===== config.mk =====
export PLATFORM = sky130hd
export DESIGN_NAME = dll_lock_seq
export DESIGN_NICKNAME = d
export VERILOG_FILES = /design/src/rtl/dll_lock_seq.sv
export SDC_FILE = /design/constraint.sdc
export NUM_CORES = 1
export LEC_CHECK = 0
export ABC_CLOCK_PERIOD_IN_PS = 1920
export CAP_MARGIN = 40
export CORE_MARGIN = 3
export CORE_UTILIZATION = 40
export DETAILED_ROUTE_END_ITERATION = 6
export GPL_TIMING_DRIVEN = 0
export HOLD_SLACK_MARGIN = 0.1
export PLACE_DENSITY = 0.72
export SYNTH_ARGS = -nofsm -noshare
export SYNTH_HDL_FRONTEND = slang
export SYNTH_SLANG_ARGS = --single-unit

===== constraint.sdc =====
create_clock -name clk -period 1.92 [get_ports clk]
set_clock_uncertainty 0.15 [all_clocks]
set_input_delay 0.288 -clock clk [delete_from_list [all_inputs] [get_ports clk]]
set_output_delay 0.288 -clock clk [all_outputs]
set_load 0.05 [all_outputs]

===== src/rtl/dll_lock_seq.sv =====
// RX DLL lock sequencer: settle delay, lock request with timeout, retry with backoff, locked/fail status.
// Build option DLL_LOCK_SEQ_LOSS_CNT_EN adds lock_loss_cnt[7:0] and lock_loss_pulse outputs.
module dll_lock_seq #(
  parameter int SETTLE_CYC  = 16,
  parameter int TIMEOUT_CYC = 64,
  parameter int BACKOFF_CYC = 8,
  parameter int MAX_RETRY   = 3,
  parameter int CNT_W       = 8
) (
  input  logic       clk,
  input  logic       rst,
  input  logic       cal_en,
  input  logic       ms_nsl,
  output logic       ms_rx_dll_lock_req,
  output logic       sl_rx_dll_lock_req,
  input  logic       ms_rx_dll_lock,
  input  logic       sl_rx_dll_lock,
  output logic       dll_locked,
  output logic       dll_fail,
  output logic [1:0] retry_cnt
`ifdef DLL_LOCK_SEQ_LOSS_CNT_EN
  ,
  output logic [7:0] lock_loss_cnt,
  output logic       lock_loss_pulse
`endif
);

  typedef enum logic [2:0] {
    S_IDLE    = 3'd0,
    S_SETTLE  = 3'd1,
    S_REQ     = 3'd2,
    S_LOCKED  = 3'd3,
    S_BACKOFF = 3'd4,
    S_FAIL    = 3'd5
  } state_t;

  localparam logic [CNT_W-1:0] SETTLE_LAST  = CNT_W'(SETTLE_CYC - 1);
  localparam logic [CNT_W-1:0] TIMEOUT_LAST = CNT_W'(TIMEOUT_CYC - 1);
  localparam logic [CNT_W-1:0] BACKOFF_LAST = CNT_W'(BACKOFF_CYC - 1);
  localparam logic [1:0]       RETRY_MAX    = 2'(MAX_RETRY);

  state_t           state_q, state_d;
  logic [CNT_W-1:0] timer_q, timer_d;
  logic             sel_q, sel_d;
  logic [1:0]       retry_q, retry_d;
  logic [1:0]       ms_sync_q, ms_sync_d;
  logic [1:0]       sl_sync_q, sl_sync_d;
  logic             ms_req_q, ms_req_d;
  logic             sl_req_q, sl_req_d;
  logic             locked_q, locked_d;
  logic             fail_q, fail_d;
  logic             lock_s;
  logic             req_on;
  logic             retry_go;

  always_comb begin
    ms_sync_d = {ms_sync_q[0], ms_rx_dll_lock};
    sl_sync_d = {sl_sync_q[0], sl_rx_dll_lock};
    lock_s    = sel_q ? ms_sync_q[1] : sl_sync_q[1];

    state_d  = state_q;
    timer_d  = timer_q;
    sel_d    = sel_q;
    retry_d  = retry_q;
    retry_go = 1'b0;

    if (!cal_en) begin
      state_d = S_IDLE;
    end else begin
      case (state_q)
        S_IDLE: begin
          sel_d   = ms_nsl;
          retry_d = 2'd0;
          timer_d = '0;
          state_d = S_SETTLE;
        end
        S_SETTLE: begin
          if (timer_q == SETTLE_LAST) begin
            timer_d = '0;
            state_d = S_REQ;
          end else begin
            timer_d = timer_q + 1'b1;
          end
        end
        S_REQ: begin
          // A lock seen on the last timeout count still wins over the retry.
          if (lock_s) begin
            state_d = S_LOCKED;
          end else if (timer_q == TIMEOUT_LAST) begin
            retry_go = 1'b1;
          end else begin
            timer_d = timer_q + 1'b1;
          end
        end
        S_LOCKED: begin
          if (!lock_s) begin
            retry_go = 1'b1;
          end
        end
        S_BACKOFF: begin
          if (timer_q == BACKOFF_LAST) begin
            timer_d = '0;
            state_d = S_REQ;
          end else begin
            timer_d = timer_q + 1'b1;
          end
        end
        S_FAIL: begin
          state_d = S_FAIL;
        end
        default: begin
          state_d = S_IDLE;
        end
      endcase

      if (retry_go) begin
        if (retry_q == RETRY_MAX) begin
          state_d = S_FAIL;
        end else begin
          retry_d = retry_q + 2'd1;
          timer_d = '0;
          state_d = S_BACKOFF;
        end
      end
    end

    // Request follows the current state, so it trails the state by one clock on both edges.
    req_on   = cal_en && ((state_q == S_REQ) || (state_q == S_LOCKED));
    ms_req_d = req_on && sel_q;
    sl_req_d = req_on && !sel_q;
    locked_d = (state_d == S_LOCKED);
    fail_d   = (state_d == S_FAIL);
  end

  always_ff @(posedge clk) begin
    if (rst) begin
      state_q   <= S_IDLE;
      timer_q   <= '0;
      sel_q     <= 1'b0;
      retry_q   <= 2'd0;
      ms_sync_q <= 2'b00;
      sl_sync_q <= 2'b00;
      ms_req_q  <= 1'b0;
      sl_req_q  <= 1'b0;
      locked_q  <= 1'b0;
      fail_q    <= 1'b0;
    end else begin
      state_q   <= state_d;
      timer_q   <= timer_d;
      sel_q     <= sel_d;
      retry_q   <= retry_d;
      ms_sync_q <= ms_sync_d;
      sl_sync_q <= sl_sync_d;
      ms_req_q  <= ms_req_d;
      sl_req_q  <= sl_req_d;
      locked_q  <= locked_d;
      fail_q    <= fail_d;
    end
  end

  assign ms_rx_dll_lock_req = ms_req_q;
  assign sl_rx_dll_lock_req = sl_req_q;
  assign dll_locked         = locked_q;
  assign dll_fail           = fail_q;
  assign retry_cnt          = retry_q;

`ifdef DLL_LOCK_SEQ_LOSS_CNT_EN
  logic [7:0] loss_cnt_q, loss_cnt_d;
  logic       loss_pulse_q, loss_pulse_d;

  always_comb begin
    loss_pulse_d = cal_en && (state_q == S_LOCKED) && !lock_s;
    loss_cnt_d   = loss_cnt_q;
    if (loss_pulse_d && (loss_cnt_q != 8'hff)) begin
      loss_cnt_d = loss_cnt_q + 8'd1;
    end
  end

  always_ff @(posedge clk) begin
    if (rst) begin
      loss_cnt_q   <= 8'd0;
      loss_pulse_q <= 1'b0;
    end else begin
      loss_cnt_q   <= loss_cnt_d;
      loss_pulse_q <= loss_pulse_d;
    end
  end

  assign lock_loss_cnt   = loss_cnt_q;
  assign lock_loss_pulse = loss_pulse_q;
`endif

endmodule


Word level (Yosys, flattened, before mapping) --
Index checks and enable logic that the tools add are counted.
Word-level totals: bits in latches 0, memories 0, bits in registers 22, RAM bits 0, memory bits (read-only) 0, word-level logic and storage cells 53
Cells by class: mux-type cells 23, magnitude comparators 0, $add $sub $neg 2, reductions and logical operators 7, shift operators 0, multiply operators 0, div/mod/pow operators 0, equal/unequal tests 11, bitwise logic cells 0
Operator list (count):
- $mux W8 | 6
- $pmux W8 S4 | 1
- $pmux W3 S6 | 1
- $mux W3 | 5
- $eq A3 B2 Y1 const B | 3
- $eq A3 B3 Y1 const B | 3
- $add A8 B1 Y8 const B | 1
- $eq A8 B3 Y1 const B | 1
- $eq A8 B4 Y1 const B | 1
- $eq A8 B6 Y1 const B | 1
- $mux W1 | 6
- $mux W2 | 3
- $eq A3 B1 Y1 const B | 1
- $logic_and A1 B1 Y1 | 3
- $logic_not A3 Y1 | 1
- $add A2 B1 Y2 const B | 1
- $eq A2 B2 Y1 const B | 1
- $pmux W1 S2 | 1
- $reduce_and A2 Y1 | 1
- $logic_not A1 Y1 | 1
- $logic_or A1 B1 Y1 | 1

Depth between registers and ports, before layout --
depth after elaboration 8, depth in mapped cells 8

Worst setup path after synthesis --
No wires, ideal clock.
path kind register to register, start point reg timer_q[4], end point reg timer_q[7], setup time 133 ps, cell stages (with the launch flop) 6, period minus slack after synthesis 1911 ps, required time 1637 ps, arrival 1628 ps, path slack 9 ps, path through dfxtp_1 > or4_4 > o311ai_2 > o21ai_2 > a41oi_1 > nor4_1
On the way: cells in the longest elaborated chain, start to end 6
RTL lines:
- start: declaration | line 43 | logic [CNT_W-1:0] timer_q, timer_d;
- start signal: assignment | line 149 | timer_q <= timer_d;
- $add A8 B1 Y8 or $eq A8 B6 Y1 (tied branches)
- $mux W8 or $mux W1 (tied branches) | line 89 | end else if (timer_q == TIMEOUT_LAST) begin
- $mux W8 or $mux W1 (tied branches) | line 87 | if (lock_s) begin
- $pmux W8 S4 or $pmux W1 S2 (tied branches) | line 70 | case (state_q)
- $mux W8 or $mux W1 (tied branches) | line 117, 67
- $mux W8 * | line 116 | if (retry_go) begin
Every way passes the cells marked *; elsewhere a longest branch is shown, timed or not. The select of a mux whose other input is x is not followed. A chain may end at the register's enable or synchronous reset.

Final worst setup path --
start point reg timer_q[6], end point reg timer_q[7]
Same word-level chain as after synthesis.

==> metrics.txt <==
# TYPE chip_impl_metric gauge
chip_impl_metric{name="placeableCoreArea",unit="sq mm"} 0.00285
chip_impl_metric{name="postSynthNetCount",unit=""} 158
chip_impl_info{name="cts-root-buf",value="sky130_fd_sc_hd__clkbuf_4"} 1
chip_impl_info{name="crit_type",value="register to register"} 1
chip_impl_metric{name="powerDensity",unit="mW/mm^2"} 568
chip_impl_metric{name="internal_power",unit="W"} 0.000716
chip_impl_info{name="min-delay-path-class",value="input pin to register"} 1
chip_impl_metric{name="wl_met3",unit="microns"} 183
chip_impl_metric{name="maxCapViolCount",unit=""} 0
chip_impl_metric{name="hold_viol",unit=""} 0
chip_impl_metric{name="seq_power_share",unit=""} 0.504
chip_impl_metric{name="route.detailed.drc",unit=""} 0
chip_impl_metric{name="vias",unit=""} 1208
chip_impl_metric{name="drt-total-wl",unit="mm"} 3.15
chip_impl_info{name="crit_path_end_kind",value="register"} 1
chip_impl_info{name="crit_path_start_kind",value="register"} 1
chip_impl_metric{name="placement.io_buffers",unit=""} 10
chip_impl_metric{name="final_antenna_net_count",unit=""} 0
chip_impl_metric{name="grt_max_degree",unit=""} 14
chip_impl_metric{name="p_leak",unit="nW"} 0.618
chip_impl_metric{name="syn2layout_area_growth",unit="%"} 30.4
chip_impl_metric{name="cp.arrival",unit="ps"} 2080
chip_impl_info{name="postSynth.topFlopCell",value="sky130_fd_sc_hd__dfxtp_1"} 1
chip_impl_metric{name="peakVddDrop",unit="mV"} 0.598
chip_impl_metric{name="worst_slew_margin_rel",unit=""} 0.645
chip_impl_metric{name="max_freq",unit="MHz"} 494
chip_impl_metric{name="final-setup-viol-count",unit=""} 9
chip_impl_metric{name="cell_rows",unit=""} 19
chip_impl_metric{name="met2RoutedLength",unit="mm"} 1.45
chip_impl_metric{name="grt_pass1_wl",unit="mm"} 4.99
chip_impl_info{name="worstReg2RegEnd",value="timer_q[7]$_SDFFE_PP0P_"} 1
chip_impl_metric{name="switching_power",unit="W"} 0.000207
chip_impl_info{name="run_status",value="complete, but fails checks"} 1
chip_impl_metric{name="netSwitchingFraction",unit=""} 0.224
chip_impl_metric{name="clock_tree.htree_level_count",unit=""} 1
chip_impl_metric{name="dp_slack",unit="ps"} -420
chip_impl_metric{name="detail_route.first_pass.iterations",unit=""} 4
chip_impl_metric{name="postSynthRegisterBits",unit=""} 22
chip_impl_metric{name="clockPowerShare",unit=""} 0.392
chip_impl_metric{name="antenna_cells",unit=""} 0
chip_impl_metric{name="number_of_flops_mapped_to_enable_cells_by_yosys",unit=""} 0
chip_impl_metric{name="synth_cell_type_count",unit=""} 44
chip_impl_metric{name="setup_total_negative_slack",unit="ps"} -562
chip_impl_metric{name="crit_fanout",unit=""} 6
chip_impl_metric{name="worst_pin_slew",unit="ps"} 533
chip_impl_metric{name="num_io_pins",unit=""} 12
chip_impl_metric{name="drt-initial-drc-count",unit=""} 21
chip_impl_metric{name="worstSkewPairLatency",unit="ps"} 320
chip_impl_metric{name="nFillCells",unit=""} 247
chip_impl_metric{name="cts.sink_count",unit=""} 22
chip_impl_metric{name="start_util",unit=""} 0.436
chip_impl_info{name="yosysMostFrequentCell",value="sky130_fd_sc_hd__dfxtp_1"} 1
chip_impl_metric{name="timing.final.ws_setup",unit="ps"} -106
chip_impl_metric{name="cts.path.max_buffers",unit=""} 2
chip_impl_metric{name="ys.warnings.count",unit=""} 0
chip_impl_metric{name="met1_length",unit="mm"} 1.44
chip_impl_metric{name="first_global_vias",unit=""} 1118
chip_impl_info{name="setup.worst_path.start",value="timer_q[6]$_SDFFE_PP0P_"} 1
chip_impl_metric{name="grt.overflow.total",unit=""} 0
chip_impl_metric{name="fin_crit",unit="ps"} 2030
chip_impl_metric{name="design.die.area",unit="sq mm"} 0.00382
chip_impl_info{name="netlist_top_cells_count",value="sky130_fd_sc_hd__dfxtp_1, sky130_fd_sc_hd__a21oi_1, sky130_fd_sc_hd__o21ai_0"} 1
chip_impl_metric{name="final_core_util",unit=""} 0.569
chip_impl_metric{name="die_outline_width",unit="microns"} 61.8
chip_impl_metric{name="fp.dieH",unit="microns"} 61.8
chip_impl_info{name="failed_checks",value="setup timing"} 1
chip_impl_metric{name="finalNetCount",unit=""} 180
chip_impl_metric{name="antenna_found_initial",unit=""} 0
chip_impl_metric{name="yosysTopAreaCellShare",unit=""} 0.354
chip_impl_metric{name="share_comb_of_total_power",unit=""} 0.103
chip_impl_metric{name="finalWeightedCongestion",unit=""} 0.890
chip_impl_metric{name="min_period_over_period",unit=""} 1.06
chip_impl_metric{name="async_reset_ff_frac",unit=""} 0
chip_impl_metric{name="drive_gt1_frac",unit=""} 0.316
chip_impl_metric{name="reg2reg_depth",unit=""} 5
chip_impl_metric{name="place_hpwl",unit="mm"} 2.01
chip_impl_metric{name="syn-instance-count",unit=""} 150
chip_impl_metric{name="synth.cell_area",unit="sq mm"} 0.00124
chip_impl_metric{name="cp.required",unit="ps"} 1970
chip_impl_metric{name="tritoncts_buffers",unit=""} 3
chip_impl_info{name="cts_tree",value="built"} 1
chip_impl_metric{name="slew_viol_final",unit=""} 0
chip_impl_metric{name="syn_area_per_cell",unit="sq um"} 8.30
chip_impl_info{name="dr.max_layer_used",value="met4"} 1
chip_impl_metric{name="total_power_after_layout",unit="W"} 0.000922
chip_impl_info{name="rsz0062_at_grt",value="true"} 1
chip_impl_info{name="synth_area_leader_cell",value="sky130_fd_sc_hd__dfxtp_1"} 1
chip_impl_metric{name="avgViaCountPerCell",unit=""} 5.98
chip_impl_metric{name="routed_length_per_placed_instance",unit="microns"} 15.6
chip_impl_metric{name="setup.reg_to_reg.worst_slack",unit="ps"} -110
chip_impl_metric{name="global_route.usage.total",unit=""} 0.178
chip_impl_info{name="critical_path_capture_point",value="timer_q[7]$_SDFFE_PP0P_"} 1
chip_impl_info{name="worst_reg2reg_path_startpoint",value="timer_q[6]$_SDFFE_PP0P_"} 1
chip_impl_info{name="post_synth_main_area_contributors",value="sky130_fd_sc_hd__dfxtp_1, sky130_fd_sc_hd__a21oi_1, sky130_fd_sc_hd__o21ai_0"} 1
chip_impl_metric{name="synth.yosys.seq_area_share",unit=""} 0.354
chip_impl_metric{name="clkSlewWorstSetupHoldPaths",unit="ps"} 130
cell type report:
cell class              count  area (sq um)  area share
plain buffers              10          62.6      0.0386
clock buffers               3          22.5      0.0139
clock inverters             1          30.0      0.0185
inverters                   7          26.3      0.0162
multi-input cells         110           826       0.509
flip-flops and latches     22           453       0.279
well taps                  31          38.8      0.0239
repair buffers             18           164       0.101
worst max-delay path, cell delays in order (launching register included):
cell                       delay [ps]
sky130_fd_sc_hd__dfxtp_4          370
sky130_fd_sc_hd__or4_4            580
sky130_fd_sc_hd__o311ai_4         320
sky130_fd_sc_hd__o21ai_4          150
sky130_fd_sc_hd__a41oi_1          250
sky130_fd_sc_hd__nor4_1            80
logic make-up after synthesis:
| logic type | count (synthesis) | synth area share |
|---|---|---|
| xor+xnor | 2 | 0.0141 |
| simple gates | 58 | 0.277 |
| fa+ha+maj | 3 | 0.0281 |
| mux | 2 | 0.0171 |
| flops | 22 | 0.354 |
| buf+inv | 18 | 0.0603 |
| compound gates | 45 | 0.249 |
placed cells by master (no fill, tap or decap), types with 3 or more instances in the layout:
| cell | synthesis | layout |
|---|---|---|
| sky130_fd_sc_hd__inv_1 | 7 | 7 |
| sky130_fd_sc_hd__buf_6 | 0 | 3 |
| sky130_fd_sc_hd__a21oi_1 | 12 | 9 |
| sky130_fd_sc_hd__buf_4 | 0 | 7 |
| sky130_fd_sc_hd__nor2_1 | 9 | 7 |
| sky130_fd_sc_hd__nand2b_1 | 3 | 3 |
| sky130_fd_sc_hd__nor4_1 | 8 | 6 |
| sky130_fd_sc_hd__clkbuf_4 | 0 | 4 |
| sky130_fd_sc_hd__and3_1 | 3 | 3 |
| sky130_fd_sc_hd__dfxtp_1 | 22 | 16 |
| sky130_fd_sc_hd__nor2b_1 | 5 | 4 |
| sky130_fd_sc_hd__nand3_1 | 6 | 5 |
| sky130_fd_sc_hd__o21ai_0 | 11 | 8 |
| sky130_fd_sc_hd__a31oi_1 | 4 | 4 |
| sky130_fd_sc_hd__a21oi_2 | 0 | 3 |
| sky130_fd_sc_hd__dfxtp_2 | 0 | 4 |
| sky130_fd_sc_hd__nand4b_1 | 3 | 3 |
| sky130_fd_sc_hd__nand2_1 | 9 | 9 |
| sky130_fd_sc_hd__clkdlybuf4s50_1 | 0 | 7 |
| sky130_fd_sc_hd__buf_2 | 6 | 3 |
state kept, by name, summed over array words and instances, names as in the netlist:
name	count
ms_rx_dll_lock_req	1
retry_cnt	2
sel_q	1
sl_sync_q	2
timer_q	8
state_q	3
dll_fail	1
dll_locked	1
ms_sync_q	2
sl_rx_dll_lock_req	1
power by group through the flow:
stage	clock [W]	sequential [W]	combinational (W)
floorplan	0	0.000476	0.0000486
global placement	0	0.000477	0.0000694
detailed placement	0	0.000477	0.0000701
CTS	0.000367	0.000465	0.0000856
global route	0.000381	0.000466	0.000103
finish	0.000362	0.000465	0.0000954
metal layers:
metal	track usage	vias up
met5	0	-
met4	0.103	0
met3	0.0393	7
met2	0.288	40
met1	0.217	563
li1	-	598
stage by stage:
step	instances	cell area, sq um	hold WS (ps)
5_1_grt	202	1620	214
2_1_floorplan	150	1240	264
3_3_place_gp	191	1380	285
3_5_place_dp	191	1380	278
6_report	202	1620	210
4_1_cts	200	1550	183
worst min path at each step:
stage | from | end | slack (ps) | cells past startpoint
2_1_floorplan | ms_sync_q[0]$_SDFF_PP0_ | ms_sync_q[1]$_SDFF_PP0_ | 260 | 1
3_3_place_gp | sl_sync_q[0]$_SDFF_PP0_ | sl_sync_q[1]$_SDFF_PP0_ | 280 | 1
3_5_place_dp | sl_sync_q[0]$_SDFF_PP0_ | sl_sync_q[1]$_SDFF_PP0_ | 280 | 1
4_1_cts | rst | sl_sync_q[1]$_SDFF_PP0_ | 180 | 2
5_1_grt | rst | ms_sync_q[1]$_SDFF_PP0_ | 210 | 2
6_report | rst | ms_sync_q[1]$_SDFF_PP0_ | 210 | 2
timing repair:
action,4_1_cts,5_1_grt
hold buffers,0,0
pin swaps,10,1
hold endpoints to repair,0,0
setup buffers,6,2
setup endpoints to repair,16,16
gates resized for setup,27,16
Note: power is estimated with default switching activity, not from simulation.
